--- src/rtl/sb_pkg.sv ---
// Shared sizing constants and types for the register scoreboard.
package sb_pkg;

    localparam int NUM_REGS = 16;
    localparam int REG_W    = 4;
    localparam int MAX_PEND = 3;

    // Width of a counter that must hold the values 0..max_pend inclusive.
    function automatic int cnt_width(input int max_pend);
        return $clog2(max_pend + 1);
    endfunction

    localparam int CNT_W = cnt_width(MAX_PEND);

    typedef logic [REG_W-1:0] reg_idx_t;
    typedef logic [CNT_W-1:0] cnt_t;

endpackage

--- src/rtl/pend_counter.sv ---
// Saturating up/down counter of in-flight writes for one register or for
// the status flags. An increment and a decrement in the same cycle cancel.
module pend_counter #(
    parameter int MAX_PEND = 3,
    parameter int CNT_W    = sb_pkg::cnt_width(MAX_PEND)
) (
    input  logic             clk,
    input  logic             rst,
    input  logic             inc,
    input  logic             dec,
    output logic [CNT_W-1:0] count,
    output logic             nonzero,
    output logic             full,
    output logic             underflow
);
    import sb_pkg::*;

    assign nonzero = (count != '0);
    assign full    = (count == CNT_W'(MAX_PEND));

    // A lone decrement of an empty counter is an accounting error upstream.
    always_comb begin
        underflow = dec & ~inc & (count == '0);
    end

    // Count up on issue, down on retire; hold at the limits.
    always_ff @(posedge clk or negedge rst) begin
        if (!rst) begin
            count <= '0;
        end else if (inc & ~dec & ~full) begin
            count <= count + CNT_W'(1);
        end else if (dec & ~inc & nonzero) begin
            count <= count - CNT_W'(1);
        end
    end

endmodule

--- src/rtl/reg_scoreboard.sv ---
// Pipeline interlock: tracks in-flight register and status-flag writers,
// stalls ID on RAW dependences or counter saturation, and strobes issue.
module reg_scoreboard #(
    parameter int NUM_REGS = 16,
    parameter int REG_W    = 4,
    parameter int MAX_PEND = 3
) (
    input  logic                clk,
    input  logic                rst,
    input  logic                id_valid,
    input  logic [REG_W-1:0]    id_src1,
    input  logic                id_src1_used,
    input  logic [REG_W-1:0]    id_src2,
    input  logic                id_src2_used,
    input  logic                id_cond_used,
    input  logic                id_wb_en,
    input  logic [REG_W-1:0]    id_dest,
    input  logic                id_s,
    input  logic                freeze,
    input  logic                flush,
    input  logic                exe_s_done,
    input  logic                wb_wb_en,
    input  logic [REG_W-1:0]    wb_dest,
    output logic                hazard,
    output logic                issue,
    output logic [NUM_REGS-1:0] busy_mask,
    output logic                status_pending,
    output logic                err
);
    import sb_pkg::*;

    localparam int CW = cnt_width(MAX_PEND);

    logic [NUM_REGS-1:0] ret;
    logic [NUM_REGS-1:0] reg_inc;
    logic [NUM_REGS-1:0] reg_nz;
    logic [NUM_REGS-1:0] reg_full;
    logic [NUM_REGS-1:0] reg_uf;
    logic [NUM_REGS-1:0] eff_nz;
    logic [CW-1:0]       reg_cnt [NUM_REGS];

    logic [CW-1:0]       s_cnt;
    logic                s_nz;
    logic                s_full;
    logic                s_uf;
    logic                s_eff_nz;

    // One counter per architectural register, plus one for the status flags.
    for (genvar r = 0; r <= NUM_REGS; r++) begin : g_cnt
        if (r < NUM_REGS) begin : g_reg
            assign ret[r]     = wb_wb_en & (wb_dest == REG_W'(r));
            assign reg_inc[r] = issue & id_wb_en & (id_dest == REG_W'(r));
            // The register file writes before it is read, so a retiring
            // write no longer blocks its consumer.
            assign eff_nz[r]  = ((reg_cnt[r] - CW'(ret[r])) != '0);

            pend_counter #(
                .MAX_PEND (MAX_PEND),
                .CNT_W    (CW)
            ) u_cnt (
                .clk       (clk),
                .rst       (rst),
                .inc       (reg_inc[r]),
                .dec       (ret[r]),
                .count     (reg_cnt[r]),
                .nonzero   (reg_nz[r]),
                .full      (reg_full[r]),
                .underflow (reg_uf[r])
            );
        end else begin : g_status
            pend_counter #(
                .MAX_PEND (MAX_PEND),
                .CNT_W    (CW)
            ) u_cnt (
                .clk       (clk),
                .rst       (rst),
                .inc       (issue & id_s),
                .dec       (exe_s_done),
                .count     (s_cnt),
                .nonzero   (s_nz),
                .full      (s_full),
                .underflow (s_uf)
            );
        end
    end

    assign s_eff_nz       = ((s_cnt - CW'(exe_s_done)) != '0);
    assign busy_mask      = reg_nz;
    assign status_pending = s_nz;

    // Stall ID on any outstanding source/flag producer or a saturated counter.
    always_comb begin
        hazard = 1'b0;
        if (id_valid) begin
            hazard = (id_src1_used & eff_nz[id_src1])
                   | (id_src2_used & eff_nz[id_src2])
                   | (id_cond_used & s_eff_nz)
                   | (id_wb_en     & reg_full[id_dest])
                   | (id_s         & s_full);
        end
    end

    // Accept the ID instruction into EXE only when nothing holds it back.
    always_comb begin
        issue = id_valid & ~hazard & ~freeze & ~flush & rst;
    end

    // Sticky record of any retirement that had no matching issue.
    always_ff @(posedge clk or negedge rst) begin
        if (!rst) begin
            err <= 1'b0;
        end else if ((|reg_uf) | s_uf) begin
            err <= 1'b1;
        end
    end

endmodule

--- config.mk ---
export PLATFORM = sky130hd
export DESIGN_NAME = reg_scoreboard
export DESIGN_NICKNAME = d
export VERILOG_FILES = /design/src/rtl/sb_pkg.sv /design/src/rtl/pend_counter.sv /design/src/rtl/reg_scoreboard.sv
export SDC_FILE = /design/constraint.sdc
export NUM_CORES = 1
export LEC_CHECK = 0
export ABC_AREA = 1
export CAP_MARGIN = 20
export CORE_ASPECT_RATIO = 1.5
export CORE_MARGIN = 2
export CORE_UTILIZATION = 56
export CTS_BUF_LIST = sky130_fd_sc_hd__clkbuf_16
export CTS_CLUSTER_SIZE = 14
export DETAILED_ROUTE_END_ITERATION = 12
export MAX_ROUTING_LAYER = met4
export PLACE_DENSITY = 0.82
export SYNTH_ARGS = -nofsm -noshare
export SYNTH_HDL_FRONTEND = slang
export SYNTH_SLANG_ARGS = --single-unit
export TNS_END_PERCENT = 1
--- constraint.sdc ---
create_clock -name clk -period 2.6 [get_ports clk]
set_input_delay 0.39 -clock clk [delete_from_list [all_inputs] [get_ports clk]]
set_output_delay 0.39 -clock clk [all_outputs]
set_load 0.03 [all_outputs]
# == After elaboration in Yosys (flattened, before gate mapping) ==
# Index checks and enable logic that the tools add are counted.
# classes
div,0
mul,0
reduce_logical,71
bitwise_logic,187
n_addsub,51
n_eq_ne,47
n_mux,41
shift,0
n_lt_le_gt_ge,3
# op_table
operator,n
$and 1x1->1,128
$reduce_bool 2->1,51
$mux 2,34
$eq 4x4->1 const B,16
$not 1->1,54
$add 2x1->2 const B,17
$eq 2x2->1 const B,17
$logic_not 2->1,17
$sub 2x1->2,17
$sub 2x1->2 const B,17
$eq 4x3->1 const B,8
$eq 4x2->1 const B,4
$reduce_or 16->1,1
$lt 4x5->1 const B,3
$bmux 1 s4,3
$eq 4x1->1 const B,2
$logic_not 4->1,2
$or 1x1->1,5
$mux 1,4
# word_totals
n_memories,0
ramBits,0
rom_bits,0
output_inout_bits,20
reg_bits,35
elab_cells,418
latch_bits,0

# == Longest topological paths before layout ==
# depth
ltp_word,24
mapped_depth,23
ltp_nobuf,22

# == Hierarchy ==
# Synthesis repeated with hierarchy kept, for this count alone.
# unflattened
cells_unflattened,637
area_unflattened_um2,3691.0
# by_module_without_submodules
module,seq_area_each_um2,instances,area_each_um2,cells_each
pend_counter,50.0,17,131.4,21
reg_scoreboard,25.0,1,1457.6,280

# == Worst setup path after synthesis ==
# OpenSTA, ideal clock, no wires.
# synth_timing
path_kind,input -> register
start,input wb_wb_en
end,register g_cnt[16].g_status.u_cnt.count[0]
path_slack_ns,0.251
required_ns,2.469
stages,19
t_arrival_ns,2.218
path_cell_list,buf_2 > nand3_1 > inv_1 > nand2_1 > nand2_1 > nand3b_1 > nand2_1 > nand3_1 > nand2_1 > nand2_1 > a21oi_1 > nor2_1 > nor2_2 > nand2_1 > inv_1 > nand2_1 > nand3_1 > o21ai_0 > xor2_1
# synth_via
elab_chain_cells,21
elab_cells_between_ends,72
classes_between,16 x add/sub; 6 x mux; 33 x bitwise; 17 x reduce/logical
# synth_lines
item,line_no,text
"start, declared",reg_scoreboard.sv:22,"input logic wb_wb_en,"
$and 1x1->1,reg_scoreboard.sv:51,assign ret[r] = wb_wb_en & (wb_dest == REG_W'(r));
$sub 2x1->2,reg_scoreboard.sv:55,assign eff_nz[r] = ((reg_cnt[r] - CW'(ret[r])) != '0);
$reduce_bool 2->1,reg_scoreboard.sv:55,
$bmux 1 s4 (on tied branches),"reg_scoreboard.sv:95, reg_scoreboard.sv:96",
$mux 1 (on tied branches),"reg_scoreboard.sv:95, reg_scoreboard.sv:96",
$and 1x1->1 (on tied branches),"reg_scoreboard.sv:95, reg_scoreboard.sv:96",
$or 1x1->1 (*),reg_scoreboard.sv:96,| (id_src2_used & eff_nz[id_src2])
$or 1x1->1 (*),reg_scoreboard.sv:97,| (id_cond_used & s_eff_nz)
(+2 left out),n/a,
$mux 1 (*),reg_scoreboard.sv:94,if (id_valid) begin
$not 1->1 (*),reg_scoreboard.sv:105,issue = id_valid & ~hazard & ~freeze & ~flush & rst;
$and 1x1->1 (*) (4 in series),reg_scoreboard.sv:105,
named net issue,reg_scoreboard.sv:25,"output logic issue,"
$and 1x1->1 (*),reg_scoreboard.sv:77,".inc (issue & id_s),"
$not 1->1,pend_counter.sv:32,end else if (dec & ~inc & nonzero) begin
$and 1x1->1 (2 in series),pend_counter.sv:32,
$reduce_bool 2->1 (no line),n/a,
"end signal, assigned",pend_counter.sv:31,count <= count + CNT_W'(1);
"end signal, assigned",pend_counter.sv:33,count <= count - CNT_W'(1);
"end, declared",pend_counter.sv:11,"output logic [CNT_W-1:0] count,"
# The timed path passes the listed nets; every way through them passes the cells marked *. The select of a mux whose other input is x is not followed.
# A chain may end at the register's enable or synchronous reset.

# == Worst setup path in the final report ==
# layout_timing
start,input wb_wb_en
end,output issue
# layout_via
elab_chain_cells,16
elab_cells_between_ends,64
classes_between,16 x add/sub; 5 x mux; 27 x bitwise; 16 x reduce/logical
# layout_lines
item,line_no,text
$and 1x1->1,reg_scoreboard.sv:51,
$sub 2x1->2,reg_scoreboard.sv:55,
$reduce_bool 2->1,reg_scoreboard.sv:55,
$bmux 1 s4 (on tied branches),"reg_scoreboard.sv:95, reg_scoreboard.sv:96",
$mux 1 (on tied branches),"reg_scoreboard.sv:95, reg_scoreboard.sv:96",
$and 1x1->1 (on tied branches),"reg_scoreboard.sv:95, reg_scoreboard.sv:96",
$or 1x1->1 (*),reg_scoreboard.sv:96,
$or 1x1->1 (*),reg_scoreboard.sv:97,
$or 1x1->1 (*),reg_scoreboard.sv:98,| (id_wb_en & reg_full[id_dest])
$or 1x1->1 (*),reg_scoreboard.sv:99,| (id_s & s_full);
$mux 1 (*),reg_scoreboard.sv:94,
$not 1->1 (*),reg_scoreboard.sv:105,
$and 1x1->1 (*) (4 in series),reg_scoreboard.sv:105,
"end, declared",reg_scoreboard.sv:25,
# Every way passes the cells marked *; elsewhere a longest branch is shown, timed or not. The select of a mux whose other input is x is not followed.

==> flow_summary.yaml <==
placed_design:
  place.port_buffers: 47
  dp_hpwl_mm: 8.99
  place_congestion: 1.08
yosys:
  yosys_warnings: 0
  synth_edf_count: 0
  postSynthAreaPerCell_um2: 6.01
  yosysSeqAreaShare: 0.266
  ys_ff_latch: 35
  netlist_instances: 548
  synth-main-ff-cell: "dfrtp_1"
  syn_area_mm2: 0.00329
  syn_nets: 576
  async_reset_ff_frac: 1.00
  synthDistinctLibCells: 24
cts:
  htreeDepth: 2
  hold_buffers: 0
  cts_tree: "yes"
  cts_made_buffers: 5
  cts_sinks: 35
  path_clk_slew_ps: 60
  clock_latency_ps: 280
  clock_path_buffers: 2
  root_buffer: "clkbuf_16"
outcome:
  status: "finished, violations left"
  violations: "setup timing"
job:
  cap_violations: 0
drt:
  drt_wl_total_mm: 12.5
  wl_per_cell_um: 17.2
  drtIter0Drc: 437
  via_per_inst: 5.85
  drc: 0
  dr.pass1.iters: 5
  vias: 4262
  drtAntennaViolNets: 0
worst_setup_path:
  end_kind: "output pin"
  crit_path_max_fanout: 9
  cpMostUsedCell: "nand3_1"
  r2r_start: "g_cnt[7].g_reg.u_cnt.count[0]"
  arrival_ps: 2260
  reg2reg_depth: 17
  cp.required_ps: 2210
  critical_path.startpoint: "wb_wb_en"
  cp-start-kind: "input port"
  path_cells: "clkbuf_4, buf_6, nand3_1, nand2_1, nand3_2, nand2_1, nand3_1, nand3_1, nand3_1, nand2_2, nor2_2, nor2_4, nand2_2, buf_4, inv_4, buf_6"
  crit_type: "input port to output pin"
  reg2reg_slack_ps: 10
  critPathSlowestCell: "clkbuf_4"
  max_stage_delay_ps: 190
  crit_end: "issue"
  reg2reg_to: "err"
power_and_ir_drop:
  powerDensity_mw_per_mm2: 592
  peakVddDrop_uv: 417
  p_leak_nw: 2.44
  total_power_mw: 2.84
sta:
  fmaxAchievable_mhz: 378
  final-setup-viol-count: 2
  rsz0062_at_grt: "yes"
  hold_viol: 0
  slew_headroom: 0.678
  slew_violations: 0
  worst_clock_skew_ps: 5.90
  fin_ws_ps: -45.3
  post-route-period-util: 1.02
  period_needed_ps: 2650
  worst_pin_slew_ps: 482
die:
  die_h_um: 97.9
  coreArea_mm2: 0.00574
  dieArea_mm2: 0.00653
  start_util: 0.574
  rows: 34
  die_w_um: 66.6
  ios: 48
finish:
  syn_to_final_growth_pct: 45.5
  nNetsFinal: 683
  insertedDiodeCount: 0
  nFillCells: 385
  drive_above_1_share: 0.279
  fin_util: 0.834
grt:
  grt_usage: 0.382
  grt_pass1_vias: 4217
  grt_max_degree: 36
  grt_pass1_wl_mm: 18.7
  overflow: 0
  antenna_found_initial: 0
hold_path:
  hold_path.class: "input port to async pin"
[sequential cells by signal (all words and copies together) (netlist names)]
signal	cells
err	1
g_cnt.g_status.u_cnt.count	2
g_cnt.g_reg.u_cnt.count	32
[cell type report]
cell class              instances  area (µm²)  area share
clock buffers                   5         125      0.0261
clock inverters                 3        15.0     0.00313
inverters                      86         333      0.0695
multi-input cells             403        2300       0.480
flip-flops and latches         35         876       0.183
well taps                      72        90.1      0.0188
repair buffers                124        1050       0.220
[worst min path at each step]
| stage | from | end | slack (ps) | cells after the start |
|---|---|---|---|---|
| floorplan | rst | err | 90 | 0 |
| global placement | g_cnt[8].g_reg.u_cnt.count[1] | g_cnt[8].g_reg.u_cnt.count[1] | 510 | 2 |
| detailed placement | g_cnt[8].g_reg.u_cnt.count[1] | g_cnt[8].g_reg.u_cnt.count[1] | 520 | 2 |
| CTS | rst | g_cnt[6].g_reg.u_cnt.count[0] | 250 | 2 |
| global route | rst | g_cnt[6].g_reg.u_cnt.count[1] | 280 | 2 |
| finish | rst | g_cnt[6].g_reg.u_cnt.count[0] | 240 | 2 |
[cells by family (layout without fill, tap and decap cells)]
group                      count (synthesis)  in the layout  synth area share
buffers and inverters                    110            218             0.147
and+or+nand+nor                          337            337             0.456
adders and majority gates                  5              5            0.0152
xor gates and xnor gates                  17             17            0.0452
AOI/OAI and AO/OA                         44             44            0.0710
DFF                                       35             35             0.266
[critical path, delay by kind of cell]
family	cells	cell delay, ps
buf+inv	5	700
simple gates	11	1170
[power by group]
part | leakage [nW] | switching (mW) | internal [mW]
Clock | 0.0733 | 0.243 | 0.350
Combinational | 1.93 | 0.850 | 0.551
Sequential | 0.435 | 0.172 | 0.671
Total | 2.44 | 1.27 | 1.57
[cells in the mapped netlist (3+ instances only)]
cell type  instances  area [µm²]
buf_4             18         135
inv_1             84         315
maj3_1             5        50.1
nand4_1           16         100
nor2_2             6        37.5
o21ai_0           21         105
dfrtp_1           35         876
nand2_1          151         567
nand4_2            6        75.1
a21oi_1           14        70.1
o21ai_1            4        20.0
xor2_1            17         149
nor2_1            60         225
nand3_1           92         460
o211ai_1           3        22.5
[routing by layer]
layer	GRT usage	wire, µm	vias up	share of wire
met3	0.0749	905	107	0.072
met2	0.652	6370	236	0.51
met4	0.251	964	0	0.077
met5	-	0	-	0
met1	0.380	4260	1962	0.34
li1	-	-	1957	-
[metrics by stage]
step / setup TNS, ps / area (µm²) / hold WS (ps) / std cells / setup WS (ps)
2_1_floorplan: 0 / 3290 / 94.4 / 548 / 251
3_3_place_gp: -19750 / 4170 / 507 / 708 / -833
3_5_place_dp: -21230 / 4170 / 522 / 708 / -867
4_1_cts: 0 / 4490 / 254 / 719 / 5.79
5_1_grt: -1490 / 4790 / 284 / 728 / -197
6_report: -75.1 / 4790 / 237 / 728 / -45.3
[cell usage in the layout (no fill, tap or decap)]
cell	netlist	routed
nand2_4	0	1
clkdlybuf4s50_1	0	36
o211ai_1	3	3
dlymetal6s2s_1	0	1
nand2_2	0	16
clkbuf_16	0	5
nor2_2	6	9
dfrtp_1	35	35
inv_1	84	74
nand3_1	92	71
buf_6	0	11
clkbuf_2	0	2
nor3_2	0	2
xor2_1	17	17
inv_2	2	8
clkbuf_4	0	2
nand2_1	151	134
nor2_1	60	41
clkinv_2	0	3
nand3_4	0	6
o21ai_0	21	18
inv_4	0	4
o221ai_1	1	1
nand4_2	6	5
a21oi_2	0	4
maj3_1	5	5
buf_4	18	69
o21ai_1	4	6
and3_1	2	2
nand4_4	0	1
nor2_4	0	16
nand3b_1	2	2
a21o_1	1	1
nand3_2	0	15
buf_2	2	3
a21oi_1	14	10
o21ai_2	0	1
nand4_1	16	16
[timing repair]
| action | CTS | global route |
|---|---|---|
| buffers inserted | 3 | 7 |
| setup endpoints to repair | 37 | 33 |
| cloned | 0 | 2 |
| pin swaps | 6 | 22 |
| gates resized for setup | 76 | 80 |
Power figures use the tool's default switching activity.
